[config.mk]
export PLATFORM = sky130hd
export DESIGN_NAME = l1_clreq_sched
export DESIGN_NICKNAME = d
export VERILOG_FILES = /design/src/rtl/l1_sched_pkg.sv /design/src/rtl/base_rr_arb.sv /design/src/rtl/l1_clreq_sched.sv
export SDC_FILE = /design/constraint.sdc
export NUM_CORES = 1
export LEC_CHECK = 0
export CORE_UTILIZATION = 25
export DETAILED_ROUTE_END_ITERATION = 12
export DONT_BUFFER_PORTS = 1
export SLEW_MARGIN = 15
export SYNTH_ARGS = -nofsm -noshare
export SYNTH_HDL_FRONTEND = slang
export SYNTH_SLANG_ARGS = --single-unit
[constraint.sdc]
create_clock -name clk -period 5.6 [get_ports clk]
set_input_delay 0.28 -clock clk [delete_from_list [all_inputs] [get_ports clk]]
set_output_delay 0.28 -clock clk [all_outputs]
set_load 0.01 [all_outputs]
[src/rtl/l1_sched_pkg.sv]
// Shared types, defaults and helpers for the L1 cacheline request scheduler.
// Latency: none (types and pure functions only).
// Backpressure: not applicable.
package l1_sched_pkg;

    localparam int NSTREAMS_DEF = 8;
    localparam int NCL_DEF      = 16;
    localparam int MAX_OUT_DEF  = 16;

    // Widest stream vector the one-hot helper can decode.
    localparam int ONEHOT_W     = 64;

    // Field widths of the request record; instances narrow them on output.
    localparam int REQ_SID_W    = 8;
    localparam int REQ_CLID_W   = 16;

    typedef struct packed {
        logic [REQ_SID_W-1:0]  sid;
        logic [REQ_CLID_W-1:0] clid;
    } req_t;

    // Decode an index into a one-hot vector.
    function automatic logic [ONEHOT_W-1:0] onehot(input int idx);
        logic [ONEHOT_W-1:0] one;
        one = {{(ONEHOT_W-1){1'b0}}, 1'b1};
        return one << idx;
    endfunction

    // Increment with wrap to zero at lim-1; lim need not be a power of two.
    function automatic int wrap_inc(input int v, input int lim);
        return (v >= lim - 1) ? 0 : v + 1;
    endfunction

endpackage

[src/rtl/base_rr_arb.sv]
// Round-robin arbiter: one-hot grant to first requester at/after the rr pointer.
// Latency: combinational grant; pointer advances past the winner on the next edge.
// Backpressure: en_i low suppresses all grants and freezes the pointer.
module base_rr_arb
    import l1_sched_pkg::*;
#(
    parameter int n         = 8,
    parameter int idx_width = $clog2(n)
) (
    input  logic                 clk_i,
    input  logic                 rst_i,
    input  logic [n-1:0]         req_i,
    input  logic                 en_i,
    output logic [n-1:0]         gnt_o,
    output logic [idx_width-1:0] idx_o,
    output logic                 vld_o
);

    logic [idx_width-1:0] ptr_q;
    logic [idx_width-1:0] ptr_d;
    logic                 found;
    int                   cand;

    // Search upward from the pointer, wrapping at n, and take the first requester.
    always_comb begin
        gnt_o = '0;
        idx_o = '0;
        found = 1'b0;
        cand  = 0;
        if (en_i) begin
            for (int i = 0; i < n; i++) begin
                cand = int'(ptr_q) + i;
                if (cand >= n) begin
                    cand = cand - n;
                end
                if (!found && req_i[idx_width'(cand)]) begin
                    found = 1'b1;
                    idx_o = idx_width'(cand);
                    gnt_o[idx_width'(cand)] = 1'b1;
                end
            end
        end
        vld_o = found;
    end

    // Next search starts just past the winner; pointer holds when nothing is granted.
    always_comb begin
        ptr_d = ptr_q;
        if (found) begin
            ptr_d = idx_width'(wrap_inc(int'(idx_o), n));
        end
    end

    // Pointer register.
    always_ff @(posedge clk_i or posedge rst_i) begin
        if (rst_i) begin
            ptr_q <= '0;
        end else begin
            ptr_q <= ptr_d;
        end
    end

endmodule

[src/rtl/l1_clreq_sched.sv]
// Schedules per-stream L1 line requests onto one L2 channel, routes L2 responses back.
// Latency: grant in cycle N, o_req_v in N+1; response routing is combinational.
// Backpressure: o_req_r low holds the output stage and blocks grants; credit cap max_out.
module l1_clreq_sched
    import l1_sched_pkg::*;
#(
    parameter int nstreams   = NSTREAMS_DEF,
    parameter int ncl        = NCL_DEF,
    parameter int max_out    = MAX_OUT_DEF,
    parameter int sid_width  = $clog2(nstreams),
    parameter int clid_width = $clog2(ncl),
    parameter int out_width  = $clog2(max_out + 1)
) (
    input  logic                           clk,
    input  logic                           reset,
    input  logic [nstreams-1:0]            i_clreq_v,
    output logic [nstreams-1:0]            i_clreq_r,
    input  logic [nstreams-1:0]            i_rst_v,
    input  logic [nstreams*clid_width-1:0] i_rst_clid,
    output logic                           o_req_v,
    input  logic                           o_req_r,
    output logic [sid_width-1:0]           o_req_sid,
    output logic [clid_width-1:0]          o_req_clid,
    input  logic                           i_rsp_v,
    output logic                           i_rsp_r,
    input  logic [sid_width-1:0]           i_rsp_sid,
    output logic [nstreams-1:0]            o_clrsp_v,
    input  logic [nstreams-1:0]            o_clrsp_r,
    output logic [out_width-1:0]           o_out_cnt,
    output logic                           o_idle
);

    logic [nstreams-1:0]   elig;
    logic                  can_issue;
    logic [nstreams-1:0]   gnt;
    logic [sid_width-1:0]  gnt_idx;
    logic                  gnt_vld;
    logic                  sid_ok;
    logic                  rsp_fire;

    logic                  req_v_q;
    logic                  req_v_d;
    req_t                  req_q;
    req_t                  req_d;
    logic [clid_width-1:0] wptr_q [nstreams];
    logic [clid_width-1:0] wptr_d [nstreams];
    logic [out_width-1:0]  cnt_q;
    logic [out_width-1:0]  cnt_d;
    logic                  unused_req_hi;

    // A stream being reset this cycle sits out arbitration.
    assign elig      = i_clreq_v & ~i_rst_v;
    // Credit is reserved at grant, so the cap is checked against the grant itself.
    assign can_issue = (cnt_q < out_width'(max_out)) && (!req_v_q || o_req_r);

    base_rr_arb #(
        .n         (nstreams),
        .idx_width (sid_width)
    ) u_arb (
        .clk_i (clk),
        .rst_i (reset),
        .req_i (elig),
        .en_i  (can_issue),
        .gnt_o (gnt),
        .idx_o (gnt_idx),
        .vld_o (gnt_vld)
    );

    assign i_clreq_r = gnt;

    // Response routing; an out-of-range sid is swallowed so the channel never wedges.
    assign sid_ok    = (int'(i_rsp_sid) < nstreams);
    assign i_rsp_r   = sid_ok ? o_clrsp_r[i_rsp_sid] : 1'b1;
    assign o_clrsp_v = (i_rsp_v && sid_ok) ? nstreams'(onehot(int'(i_rsp_sid))) : '0;
    assign rsp_fire  = i_rsp_v && i_rsp_r;

    // Output stage: load on grant, drop valid once taken with nothing new behind it.
    always_comb begin
        req_v_d = req_v_q;
        req_d   = req_q;
        if (gnt_vld) begin
            req_v_d    = 1'b1;
            req_d.sid  = REQ_SID_W'(gnt_idx);
            req_d.clid = REQ_CLID_W'(wptr_q[gnt_idx]);
        end else if (o_req_r) begin
            req_v_d = 1'b0;
        end
    end

    // Per-stream slot pointers: reload on stream reset, wrap-advance on grant.
    always_comb begin
        for (int k = 0; k < nstreams; k++) begin
            wptr_d[k] = wptr_q[k];
            if (i_rst_v[k]) begin
                wptr_d[k] = i_rst_clid[k*clid_width +: clid_width];
            end else if (gnt[k]) begin
                wptr_d[k] = clid_width'(wrap_inc(int'(wptr_q[k]), ncl));
            end
        end
    end

    // Outstanding credits; a response with nothing outstanding leaves the count at zero.
    always_comb begin
        cnt_d = cnt_q;
        if (gnt_vld && !rsp_fire) begin
            cnt_d = cnt_q + out_width'(1);
        end else if (!gnt_vld && rsp_fire && (cnt_q != '0)) begin
            cnt_d = cnt_q - out_width'(1);
        end
    end

    // State registers.
    always_ff @(posedge clk or posedge reset) begin
        if (reset) begin
            req_v_q <= 1'b0;
            req_q   <= '0;
            cnt_q   <= '0;
            for (int k = 0; k < nstreams; k++) begin
                wptr_q[k] <= '0;
            end
        end else begin
            req_v_q <= req_v_d;
            req_q   <= req_d;
            cnt_q   <= cnt_d;
            for (int k = 0; k < nstreams; k++) begin
                wptr_q[k] <= wptr_d[k];
            end
        end
    end

    assign o_req_v    = req_v_q;
    assign o_req_sid  = sid_width'(req_q.sid);
    assign o_req_clid = clid_width'(req_q.clid);
    assign o_out_cnt  = cnt_q;
    assign o_idle     = (cnt_q == '0) && !req_v_q;

    // Upper record bits stay zero for narrow instances.
    assign unused_req_hi = |{req_q.sid >> sid_width, req_q.clid >> clid_width};

    a_rsp_underflow: assert property (@(posedge clk) disable iff (reset)
        (i_rsp_v && i_rsp_r) |-> (cnt_q != '0));

    a_rsp_sid_range: assert property (@(posedge clk) disable iff (reset)
        i_rsp_v |-> sid_ok);

endmodule

==> impl_metrics.env <==
export IMPL_p_per_area_nw_per_um2=579
export IMPL_cts_resized=0
export IMPL_wirelength_mm=13.7
export IMPL_synth_flop_cell="dfrtp_1"
export IMPL_power_frac_comb_pct=68.1
export IMPL_grt_max_degree=49
export IMPL_drt_initial_drc_count=340
export IMPL_antenna_cells=0
export IMPL_fin_area_um2=4930
export IMPL_portBuffers=0
export IMPL_synth_edff_count=0
export IMPL_p_switching_mw=1.48
export IMPL_crit_arrival_ps=4970
export IMPL_wire_per_inst_um=18.7
export IMPL_relSlewSlack_pct=33.7
export IMPL_synth_area_top_cells="dfrtp_1 26%, mux4_2 6.8%, nand2_1 5.6%, ha_1 5.4%, mux2i_1 4.5%"
export IMPL_whs_ps=9.32
export IMPL_rr_worst_depth=13
export IMPL_crit_type="flip-flop to flip-flop"
export IMPL_avgSynthCellArea_um2=8.96
export IMPL_synth_seq_cells=48
export IMPL_r2r_setup_slack_ps=860
export IMPL_synth_most_common_cell="nand2_1"
export IMPL_rsz0062_at_grt="no"
export IMPL_ir_drop_mv=0.193
export IMPL_cts_clk_slew_worst_paths_ps=70
export IMPL_synthesis_nets=603
export IMPL_finalCritPeriodShare_pct=84.6
export IMPL_floorplan_initialDensity_pct=25.7
export IMPL_r2r_start="u_arb.ptr_q[1]$_DFFE_PP0P_"
export IMPL_final_nets=584
export IMPL_path_max_fanout=16
export IMPL_clk_latency_ps=300
export IMPL_cts_root_buf="clkbuf_16"
export IMPL_numCtsBuffers=5
export IMPL_finalCoreUtilization_pct=27.2
export IMPL_holdBufCountCts=0
export IMPL_outcome="finished, violations left"
export IMPL_vias=3978
export IMPL_antenna_found_initial=0
export IMPL_path_cells="clkinv_1 -> ha_1 -> inv_1 -> mux4_2 -> nand2_1 -> nor3_1 -> o41ai_2 -> or2_1 -> inv_2 -> ha_1 -> ha_1 -> a311oi_2 -> a22o_1"
export IMPL_fp_dieArea_um2=19200
export IMPL_grt_first_pass_wirelength_mm=21.1
export IMPL_grt_usage_pct=14.2
export IMPL_synth_area_um2=4650
export IMPL_power_frac_clock_pct=10.4
export IMPL_required_ps=5840
export IMPL_hold_violations=0
export IMPL_hp_class="input pin to async pin"
export IMPL_first_pass_iters=8
export IMPL_die_y_um=138
export IMPL_dp_hpwl_mm=10.9
export IMPL_async_reset_ff_share_pct=100
export IMPL_p_int_mw=1.38
export IMPL_leakagePower_nw=1.91
export IMPL_layout_setup_ws_ps=864
export IMPL_vias_per_cell=5.46
export IMPL_critPathLaunchType="flip-flop"
export IMPL_h_tree_depth=2
export IMPL_rows=49
export IMPL_die_width_um=138
export IMPL_synth_commonest_cells="70 x nand2_1, 48 x dfrtp_1, 32 x o21ai_0"
export IMPL_area_growth_pct=5.92
export IMPL_drcViolationCount=6
export IMPL_worstSetupEndpointType="flip-flop"
export IMPL_cpPeakStageDelay_ps=830
export IMPL_cpMaxStageDelayCell="ha_1"
export IMPL_fin_skew_ps=7.74
export IMPL_gp_congestion=0.945
export IMPL_pwr_share_seq_pct=21.5
export IMPL_synth_largest_area_cell="dfrtp_1"
export IMPL_synthCells=519
export IMPL_crit_top_cell="ha_1"
export IMPL_num_io_pins=94
export IMPL_yosysWarnings=0
export IMPL_max_freq_mhz=211
export IMPL_cts_tree="yes"
export IMPL_place_area_um2=4790
export IMPL_setup_viol=0
export IMPL_dp_slack_ps=973
export IMPL_max_cap_violations=0
export IMPL_ys_seq_area_share_pct=25.8
export IMPL_post_cts_buffers=0
export IMPL_synth_distinct_cells=79
export IMPL_r2r_end="u_arb.ptr_q[1]$_DFFE_PP0P_"
export IMPL_switching_share_pct=51.7
export IMPL_first_global_vias=3673
export IMPL_core_area_um2=18100
export IMPL_cts_buffer_depth=2
export IMPL_post_route_min_period_ps=4740
export IMPL_violations="design-rule violations"
export IMPL_layout_drive_gt1_share_pct=14.0
export IMPL_cts_sinks=48
export IMPL_synth_top_area_share_pct=25.8
export IMPL_grt_overflow_total=0
export IMPL_tightestPinTransition_ps=990
export IMPL_fin_tns_setup_ps=0
export IMPL_drv_slew=0
export IMPL_ant_nets=0
==> cell type report <==
class / count / area, µm²
tap: 229 / 287
fill: 1925 / 13200
clock inverter: 2 / 12.5
clock buffer: 5 / 125
timing repair buffer: 4 / 30.0
inverter: 22 / 91.3
multi-input combinational: 419 / 3180
sequential: 48 / 1200
==> cell families (layout without fill, tap and decap cells) <==
logic type | count (synthesis) | in the layout | synth area share [%]
compound gates | 146 | 146 | 23.1
xor+xnor | 12 | 12 | 2.26
fa+ha+maj | 21 | 21 | 5.81
buf+inv | 52 | 33 | 5.97
flops | 48 | 48 | 25.8
mux | 52 | 52 | 15.9
simple gates | 188 | 188 | 21.1
==> per-stage QoR <==
step / std cells / total power, mW
3_5_place_dp: 722 / 2.53
3_3_place_gp: 722 / 2.54
2_1_floorplan: 519 / 2.20
4_1_cts: 729 / 2.85
6_report: 729 / 2.85
5_1_grt: 729 / 3.07
==> cells in the final DEF (no fill, tap or decap), drive strengths merged, types with 5 or more instances in the layout <==
master  Yosys  layout
o22ai       5       5
a41oi       7       7
nor3       15      15
xnor2       6       6
nor3b       5       5
inv        21      20
nand2b     14      14
dfrtp      48      48
nand4       6       6
nor2       21      21
mux2       16      16
nor2b      10      10
clkbuf      7       5
o211ai     10      10
ha         20      20
a21oi      22      22
nand3      29      29
o21ai      32      32
mux4       14      14
a22o        6       6
nand2      70      70
xor2        6       6
a21o        6       6
a31oi      11      11
mux2i      22      22
==> power groups by stage <==
stage | registers, mW | clock network [mW] | logic (mW)
2_1_floorplan | 0.550 | 0 | 1.65
3_3_place_gp | 0.618 | 0 | 1.92
3_5_place_dp | 0.623 | 0 | 1.91
4_1_cts | 0.616 | 0.303 | 1.93
5_1_grt | 0.636 | 0.320 | 2.12
6_report | 0.614 | 0.296 | 1.94
==> registers in the layout, summed over array words and instances (netlist names) <==
register	count
o_out_cnt	5
o_req_clid	4
u_arb.ptr_q	3
o_req_v	1
wptr_q	32
o_req_sid	3
==> critical path: cells and delay by family (launching register included) <==
kind / cells / cell delay, ps
mux: 1 / 560
fa+ha+maj: 3 / 1230
simple gates: 3 / 480
flops: 1 / 640
buf+inv: 3 / 850
compound gates: 3 / 890
==> how the worst max path moves through the flow <==
stage	startpoint	to	slack, ps	depth (start not counted)
5_1_grt	u_arb.ptr_q[1]$_DFFE_PP0P_	u_arb.ptr_q[1]$_DFFE_PP0P_	430	13
2_1_floorplan	u_arb.ptr_q[1]$_DFFE_PP0P_	o_out_cnt[3]$_DFFE_PP0P_	1630	15
4_1_cts	u_arb.ptr_q[1]$_DFFE_PP0P_	u_arb.ptr_q[1]$_DFFE_PP0P_	940	13
3_3_place_gp	u_arb.ptr_q[0]$_DFFE_PP0P_	u_arb.ptr_q[2]$_DFFE_PP0P_	1060	13
6_report	u_arb.ptr_q[1]$_DFFE_PP0P_	u_arb.ptr_q[1]$_DFFE_PP0P_	860	13
3_5_place_dp	u_arb.ptr_q[1]$_DFFE_PP0P_	u_arb.ptr_q[1]$_DFFE_PP0P_	970	13
==> routing by layer <==
metal  GRT usage (%)  share of wire (%)  vias up
met5               0                  0        -
met2            23.4                 47      126
li1                -                  -     1913
met1            18.4                 44     1917
met4            4.73                2.4        0
met3            3.01                5.9       22
No activity file was read; power rests on OpenSTA's default activity.
